$ cat src/rtl/ann_dqn_sequencer.sv
// DQN top-level sequencer: serialises state samples into main/target nets,
// arbitrates the shared weight port and reports the chosen action.
module ann_dqn_sequencer #(
   parameter int DATA_WIDTH                    = 32,
   parameter int ACTION_WIDTH                  = 2,
   parameter int LAYER_WIDTH                   = 2,
   parameter int WEIGHT_COUNTER_WIDTH          = 11,
   parameter int NUMBER_OF_INPUT_NODE          = 2,
   parameter int NUMBER_OF_HIDDEN_NODE_LAYER_1 = 32,
   parameter int NUMBER_OF_HIDDEN_NODE_LAYER_2 = 32,
   parameter int NUMBER_OF_OUTPUT_NODE         = 3,
   localparam int DW  = DATA_WIDTH,
   localparam int AW  = ACTION_WIDTH,
   localparam int LW  = LAYER_WIDTH,
   localparam int WCW = WEIGHT_COUNTER_WIDTH,
   localparam int N   = NUMBER_OF_INPUT_NODE,
   localparam int DCW = $clog2(NUMBER_OF_HIDDEN_NODE_LAYER_1)
) (
   input  logic           clk,
   input  logic           rst_n,
   input  logic           i_valid,
   output logic           o_ready,
   input  logic [N*DW-1:0] i_current_state,
   input  logic [N*DW-1:0] i_next_state,
   output logic           o_data_valid,
   output logic [DCW-1:0] o_data_addr,
   output logic [DW-1:0]  o_main_data,
   output logic [DW-1:0]  o_target_data,
   input  logic           i_weight_valid,
   input  logic [LW-1:0]  i_weight_layer,
   input  logic [WCW-1:0] i_weight_addr,
   input  logic [DW-1:0]  i_weight,
   input  logic           i_update_request,
   output logic           o_update_start,
   input  logic           i_soft_rd_valid,
   input  logic [LW-1:0]  i_soft_rd_layer,
   input  logic [WCW-1:0] i_soft_rd_addr,
   input  logic           i_soft_wr_valid,
   input  logic [LW-1:0]  i_soft_wr_layer,
   input  logic [WCW-1:0] i_soft_wr_addr,
   input  logic [DW-1:0]  i_soft_wr_data,
   input  logic           i_soft_done,
   output logic           o_weight_valid,
   output logic           o_rw_weight_select,
   output logic [LW-1:0]  o_weight_layer,
   output logic [WCW-1:0] o_weight_addr,
   output logic [DW-1:0]  o_weight,
   input  logic           i_arg_max_valid,
   input  logic [AW-1:0]  i_arg_max,
   input  logic           i_main_net_done,
   output logic [AW-1:0]  o_action,
   output logic           o_action_valid,
   output logic           o_busy
);

   localparam int LAST_W = NUMBER_OF_OUTPUT_NODE * (NUMBER_OF_HIDDEN_NODE_LAYER_2 + 1) - 1;
   localparam logic [WCW-1:0] LAST_ADDR = WCW'(LAST_W);
   localparam logic [DCW-1:0] LAST_IDX  = DCW'(N - 1);

   typedef enum logic [2:0] {
      S_INIT,
      S_IDLE,
      S_FEED,
      S_WAIT,
      S_UPD_RD,
      S_UPD_WR
   } state_t;

   state_t state, state_next;

   logic [N*DW-1:0] cur_q, nxt_q;
   logic [DCW-1:0]  idx;
   logic            upd_pend;
   logic [AW-1:0]   arg_q;

   logic            hs, start, fwd, fwd_read;
   logic [LW-1:0]   fwd_layer;
   logic [WCW-1:0]  fwd_addr;
   logic [DW-1:0]   fwd_data;
   logic [DW-1:0]   main_word, target_word;

   always_ff @(posedge clk or negedge rst_n) begin
      if (!rst_n) state <= S_INIT;
      else        state <= state_next;
   end

   always_comb begin
      state_next = state;
      hs         = 1'b0;
      start      = 1'b0;
      fwd        = 1'b0;
      fwd_read   = 1'b0;
      fwd_layer  = i_weight_layer;
      fwd_addr   = i_weight_addr;
      fwd_data   = i_weight;
      case (state)
         S_INIT: begin
            fwd = i_weight_valid;
            if (i_weight_valid && i_weight_layer == '1 && i_weight_addr == LAST_ADDR)
               state_next = S_IDLE;
         end
         S_IDLE: begin
            if (upd_pend) begin
               start      = 1'b1;
               state_next = S_UPD_RD;
            end else if (i_valid) begin
               hs         = 1'b1;
               state_next = S_FEED;
            end
         end
         S_FEED: if (idx == LAST_IDX) state_next = S_WAIT;
         S_WAIT: if (i_main_net_done) state_next = S_IDLE;
         S_UPD_RD: begin
            // reads carry no data; keep the last write value on the port
            fwd       = i_soft_rd_valid;
            fwd_read  = 1'b1;
            fwd_layer = i_soft_rd_layer;
            fwd_addr  = i_soft_rd_addr;
            fwd_data  = o_weight;
            if (i_soft_rd_valid && i_soft_rd_layer == '1 && i_soft_rd_addr == LAST_ADDR)
               state_next = S_UPD_WR;
         end
         S_UPD_WR: begin
            fwd       = i_soft_wr_valid;
            fwd_layer = i_soft_wr_layer;
            fwd_addr  = i_soft_wr_addr;
            fwd_data  = i_soft_wr_data;
            if (i_soft_done) state_next = S_IDLE;
         end
         default: state_next = S_INIT;
      endcase
   end

   always_comb begin
      main_word   = '0;
      target_word = '0;
      for (int unsigned k = 0; k < N; k++) begin
         if (idx == DCW'(k)) begin
            main_word   = cur_q[k*DW +: DW];
            target_word = nxt_q[k*DW +: DW];
         end
      end
   end

   assign o_ready       = (state == S_IDLE) && !upd_pend;
   assign o_data_valid  = (state == S_FEED);
   assign o_data_addr   = (state == S_FEED) ? idx : '0;
   assign o_main_data   = (state == S_FEED) ? main_word : '0;
   assign o_target_data = (state == S_FEED) ? target_word : '0;

   always_ff @(posedge clk or negedge rst_n) begin
      if (!rst_n) begin
         cur_q              <= '0;
         nxt_q              <= '0;
         idx                <= '0;
         upd_pend           <= 1'b0;
         o_update_start     <= 1'b0;
         o_weight_valid     <= 1'b0;
         o_rw_weight_select <= 1'b0;
         o_weight_layer     <= '0;
         o_weight_addr      <= '0;
         o_weight           <= '0;
         arg_q              <= '0;
         o_action           <= '0;
         o_action_valid     <= 1'b0;
         o_busy             <= 1'b0;
      end else begin
         if (hs) begin
            cur_q <= i_current_state;
            nxt_q <= i_next_state;
            idx   <= '0;
         end else if (state == S_FEED && idx != LAST_IDX) begin
            idx <= idx + DCW'(1);
         end

         if (start)                                   upd_pend <= 1'b0;
         else if (i_update_request && state != S_INIT) upd_pend <= 1'b1;
         o_update_start <= start;

         o_weight_valid <= fwd;
         if (fwd) begin
            o_rw_weight_select <= fwd_read;
            o_weight_layer     <= fwd_layer;
            o_weight_addr      <= fwd_addr;
            o_weight           <= fwd_data;
         end

         // a coincident arg-max strobe bypasses the latched value
         if (i_arg_max_valid) arg_q <= i_arg_max;
         o_action_valid <= i_main_net_done;
         if (i_main_net_done) o_action <= i_arg_max_valid ? i_arg_max : arg_q;

         o_busy <= (state_next != S_IDLE);
      end
   end

endmodule
$ cat config.mk
export PLATFORM = sky130hd
export DESIGN_NAME = ann_dqn_sequencer
export DESIGN_NICKNAME = d
export VERILOG_FILES = /design/src/rtl/ann_dqn_sequencer.sv
export SDC_FILE = /design/constraint.sdc
export NUM_CORES = 1
export LEC_CHECK = 0
export BUFFER_PORTS_ARGS = -buffer_cell sky130_fd_sc_hd__buf_2
export CAP_MARGIN = 15
export CORE_ASPECT_RATIO = 0.5
export CORE_UTILIZATION = 45
export CTS_CLUSTER_DIAMETER = 100
export CTS_CLUSTER_SIZE = 14
export DETAILED_ROUTE_END_ITERATION = 6
export GPL_TIMING_DRIVEN = 0
export PLACE_DENSITY_LB_ADDON = 0.08
export SLEW_MARGIN = 25
export SYNTH_ARGS = -nofsm -noshare
export SYNTH_HDL_FRONTEND = slang
export SYNTH_SLANG_ARGS = --single-unit
$ cat constraint.sdc
create_clock -name clk -period 6.9 [get_ports clk]
set_clock_uncertainty 0.1 [all_clocks]
set_input_delay 2.07 -clock clk [delete_from_list [all_inputs] [get_ports clk]]
set_output_delay 2.07 -clock clk [all_outputs]
set_load 0.03 [all_outputs]
; ---- Word-level counts from Yosys, hierarchy flattened
; Cells that the tools add are included.
[totals]
word_cells = 73
input_bits = 243
ff_bits = 191
[op_classes]
n_addsub = 1
eq_ne = 12
bitwise = 1
n_reduce_logical = 14
mux = 30
[op_table]
columns = op, n
row1 = 32-bit 2-to-1 mux, 6
row2 = 32-bit one-hot mux with 2 select lines, 1
row3 = 11-bit by 7-bit equality test with 1-bit output (second input constant), 2
row4 = 11-bit one-hot mux with 2 select lines, 1
row5 = 3-bit 2-to-1 mux, 7
row6 = 3-bit one-hot mux with 6 select lines, 1
row7 = 5-bit 2-to-1 mux, 3
row8 = 1-bit 2-to-1 mux, 8
row9 = 1-bit logical AND, 7
row10 = 3-bit by 2-bit equality test with 1-bit output (second input constant), 2
row11 = 3-bit equality test (second input constant), 2
row12 = 5-bit by 1-bit adder with 5-bit output (second input constant), 1
row13 = 5-bit by 1-bit equality test with 1-bit output (second input constant), 1
row14 = 5-bit logical NOT, 1
row15 = 5-bit by 1-bit != test with 1-bit output (second input constant), 1
row16 = 2-bit equality test (second input constant), 2
row17 = 2-bit one-hot mux with 2 select lines, 1
row18 = 2-bit nonzero test, 2
row19 = 3-bit by 1-bit equality test with 1-bit output (second input constant), 1
row20 = 3-bit logical NOT, 1
row21 = 3-bit by 1-bit != test with 1-bit output (second input constant), 1
row22 = 1-bit one-hot mux with 3 select lines, 1
row23 = 3-bit nonzero test, 1
row24 = 2-bit 2-to-1 mux, 1
row25 = other kinds (3), 3

; ---- Depth between registers and ports, before layout
[depth]
depth_word = 6
mapped_depth = 8
mapped_depth_nobuf = 6

; ---- Worst setup path before layout
; No wires, ideal clock.
[synth_timing]
kind = flip-flop to output port
startpoint = register state[2]
endpoint = output o_main_data[10]
t_arrival_ps = 1912
slack_ps = 2818
path_stages_with_launch = 8
path_cell_list = dfrtp_1 -> buf_2 -> nor3b_1 -> buf_2 -> and2_1 -> clkbuf_2 -> buf_2 -> a22o_1
[synth_via]
elab_chain_cells = 2
[synth_rtl]
columns = element, line_no
row1 = from (decl), 69  ; state_t state, state_next;
row2 = from (signal assigned), 84  ; else state <= state_next;
row3 = 3-bit by 2-bit equality test with 1-bit output, n/a
row4 = via o_data_valid, 25  ; output logic o_data_valid,
row5 = 32-bit 2-to-1 mux, 148  ; assign o_main_data = (state == S_FEED) ? main_word : '0;
row6 = to (decl), 27  ; output logic [DW-1:0] o_main_data,
; The timed path passes the listed nets, and every way through them passes these cells.

; ---- Worst setup path after layout
[layout_timing]
startpoint = register state[2]
endpoint = output o_target_data[3]
[layout_via]
elab_chain_cells = 2
[layout_rtl]
columns = element, line_no
row1 = 3-bit by 2-bit equality test with 1-bit output, 149  ; assign o_target_data = (state == S_FEED) ? target_word : '0;
row2 = 32-bit 2-to-1 mux, 149
row3 = to (decl), 28  ; output logic [DW-1:0] o_target_data,
; Every way passes these cells.

==> flow_summary.yaml <==
status:
  outcome: "finished clean"
logic_synthesis:
  synth_commonest_cells: "191 x dfrtp_1, 137 x mux2_2, 64 x a22o_1"
  synthFlopType: "dfrtp_1"
  yosys.area_share.adder_pct: 0.416
  synth-compound-area-share_pct: 9.58
  synth_top_family_by_area: "multiplexers"
  synth.most_common_cell: "dfrtp_1"
  synth.net_count: 882
  synth_area_leaders: "dfrtp_1 53%, mux2_2 17%, mux2_4 10%"
  avgSynthCellArea_um2: 14.2
  ys_async_sr_fraction_pct: 100
  synth_top_area_cell: "dfrtp_1"
  synthCells: 636
  synth_top_area_share_pct: 53.0
  synth-edff-count: 0
  synthSimpleGateAreaFrac_pct: 4.02
  synth.distinct_cells: 41
  yosys_warnings: 0
  muxShareOfSynthArea_pct: 28.7
  synth_xor_area_share_pct: 0.485
  synth-seq-cells: 191
  ys_seq_area_share_pct: 53.0
  syn_area_mm2: 0.00902
placed_design:
  gp_congestion: 0.928
  dp_hpwl_mm: 18.2
  port_buffers: 365
  place_ws_ps: 2490
critical_path:
  crit_slowest_cell: "dfrtp_1"
  cp.arrival_ps: 2710
  critical_path_class: "reg2out"
  critPathBufInv: 4
  worstSetupEndpointType: "output port"
  required_ps: 4730
  crit_fanout: 10
  crit_top_cell: "buf_2"
  reg2reg_slack_ps: 4600
  crit_path_cell_trace: "buf_2, nor3b_1, nor2b_1, and3_1, buf_2, buf_4, a22o_1, buf_2"
  r2r_end: "cur_q[27]"
  ff2ff_path_depth: 7
  critPathTopFamily: "buffers and inverters"
  cpPeakStageDelay_ps: 400
  start_kind: "flop"
  regToRegStartpoint: "state[2]"
layout:
  drive_above_1_share_pct: 61.9
  syn_to_final_growth_pct: 30.8
  seqCellArea_mm2: 0.00478
  multi_input_area_mm2: 0.00390
  nets: 1268
  fillers: 1689
hold_path:
  worst_hold_path.endpoint: "arg_q[0]"
  hold_path.class: "reg2reg"
  holdCritStartpoint: "arg_q[0]"
  worstHoldPathCells: 1
clock_tree:
  holdBufCountCts: 0
  clock_sinks: 191
  cts-root-buf: "clkbuf_16"
  cts_resized: 0
  clk_pin_slew_ps: 70
  cts_made_buffers: 17
  htreeDepth: 4
  clock_latency_ps: 430
  cts_tree: "done"
  postCtsSetupBuffers: 0
  clockBufferDepth: 2
timing:
  min_period_ps: 4880
  setup_slack_ps: 2020
  rsz0062_at_grt: "no"
  maxSlewViolCount: 0
  finalSetupViolations: 0
  finalHoldViolCount: 0
  fin_tns_setup_ps: 0
  fmax_ghz: 0.205
  slew_headroom_pct: 57.4
  worstMarginPinSlew_ps: 639
  hold_slack_ps: 400
  timing.final.crit_share_pct: 70.7
floorplan:
  ios: 366
  core_mm2: 0.0195
  start_util_pct: 46.2
  dieWidth_um: 202
  dieArea_mm2: 0.0207
  die_h_um: 102
  rows: 36
power_and_ir_drop:
  powerDensity_mw_per_mm2: 195
  p_switching_mw: 0.559
  totalPowerFinal_mw: 2.30
  switching_share_pct: 24.4
  power_frac_seq_pct: 50.1
  p_clk_share_pct: 40.7
  p_int_mw: 1.74
  ir_drop_uv: 124
  combPwrFrac_pct: 9.2
  p_leak_nw: 6.36
drt:
  firstDrtPassIters: 4
  viasPerCell: 5.10
  drt-initial-drc-count: 291
  via_count: 6644
  drcViolationCount: 0
  drtAntennaViolNets: 0
  wl_per_cell_um: 18.2
  wl_mm: 23.7
grt:
  grt_start_max_net_pins: 78
  overflow: 0
  grt_antenna_before_repair: 4
  track_usage_pct: 23.2
  grt_pass1_vias: 6647
  grt_pass1_wl_mm: 36.3
flow_run:
  drv_cap: 0
[area by class of cell]
| class | count | share of cell area (%) |
|---|---|---|
| Sequential cell | 191 | 40.5 |
| Multi-Input combinational cell | 391 | 33.1 |
| Inverter | 4 | 0.127 |
| Clock inverter | 14 | 0.997 |
| Buffer | 50 | 2.76 |
| Timing Repair Buffer | 367 | 16.0 |
| Antenna cell | 2 | 0.0424 |
| Clock buffer | 18 | 3.64 |
| Tap cell | 266 | 2.82 |
[routing by layer]
layer | GRT usage [%] | routed length [um] | part of all wire [%]
met1 | 30.1 | 10300 | 43
met2 | 38.9 | 11700 | 49
met3 | 5.29 | 1280 | 5.4
met4 | 8.21 | 411 | 1.7
met5 | 0 | 10 | 0.042
[power groups by stage]
stage / Clock (mW) / Sequential [mW] / Combinational [mW]
finish: 0.934 / 1.15 / 0.211
global route: 1.00 / 1.15 / 0.230
CTS: 0.957 / 1.15 / 0.215
detailed placement: 0 / 1.17 / 0.215
global placement: 0 / 1.17 / 0.207
floorplan: 0 / 1.21 / 0.0469
[cell usage in the layout, fill, tap and decap left out, types with 2 or more instances in the layout]
master | synthesis | layout
buf_2 | 19 | 383
dfrtp_1 | 191 | 191
mux2_2 | 137 | 137
a22o_1 | 64 | 64
mux2_4 | 60 | 60
nor2_1 | 22 | 22
clkbuf_16 | 0 | 17
a21oi_1 | 16 | 16
mux2i_1 | 15 | 15
o31ai_1 | 14 | 14
o21ai_0 | 13 | 13
buf_4 | 12 | 12
buf_6 | 9 | 9
clkbuf_1 | 7 | 8
and2_1 | 7 | 7
clkinv_2 | 0 | 6
inv_1 | 4 | 4
nor3b_1 | 4 | 4
nand2b_1 | 3 | 3
nor4b_1 | 3 | 3
nand4_1 | 3 | 3
xor2_1 | 3 | 3
ha_1 | 3 | 3
clkinvlp_4 | 0 | 3
inv_6 | 0 | 3
diode_2 | 0 | 2
buf_1 | 2 | 2
nor4bb_1 | 2 | 2
nand3_1 | 2 | 2
nor3_1 | 2 | 2
nand3b_1 | 2 | 2
and3_1 | 2 | 2
xnor2_1 | 2 | 2
buf_16 | 0 | 2
[how the worst max path moves through the flow]
stage / depth (start not counted) / startpoint / to / slack (ps)
6_report: 8 / state[2] / o_target_data[3] / 2020
3_5_place_dp: 8 / state[2] / o_target_data[3] / 2490
5_1_grt: 9 / idx[1] / o_target_data[5] / 1870
2_1_floorplan: 7 / state[2] / o_main_data[10] / 2820
4_1_cts: 8 / state[2] / o_target_data[7] / 2010
3_3_place_gp: 1 / rst_n / o_action_valid / 490
[flip-flops by register name (all words and copies together), names as in the netlist, 2 cells and up]
register	flops
cur_q	64
nxt_q	64
o_weight	32
o_weight_addr	11
idx	5
state	3
arg_q	2
o_action	2
o_weight_layer	2
[through the flow]
stage / cell area [um2] / util, % / instances
3_5_place_dp: 11200 / 57.5 / 1269
3_3_place_gp: 11200 / 57.2 / 1267
2_1_floorplan: 9020 / - / 636
6_report: 11800 / 60.4 / 1303
5_1_grt: 11800 / 60.4 / 1303
4_1_cts: 11800 / 60.3 / 1301
[logic make-up (layout without fill, tap and decap cells)]
group,after synthesis,after routing
multiplexers,212,212
buffers and inverters,54,453
AO/OA/AOI/OAI,112,112
flip-flops,191,191
XOR/XNOR,5,5
AND/OR/NAND/NOR,59,59
adder cells (fa/ha/maj),3,3
other,0,2
[worst reg2reg max path, cell delays in order, from the launching register on]
cell,delay [ps]
dfrtp_1,400
buf_2,210
nor4b_4,280
and2_1,150
buf_2,230
buf_4,230
buf_4,230
mux2_2,360
Power figures use the tool's default switching activity.
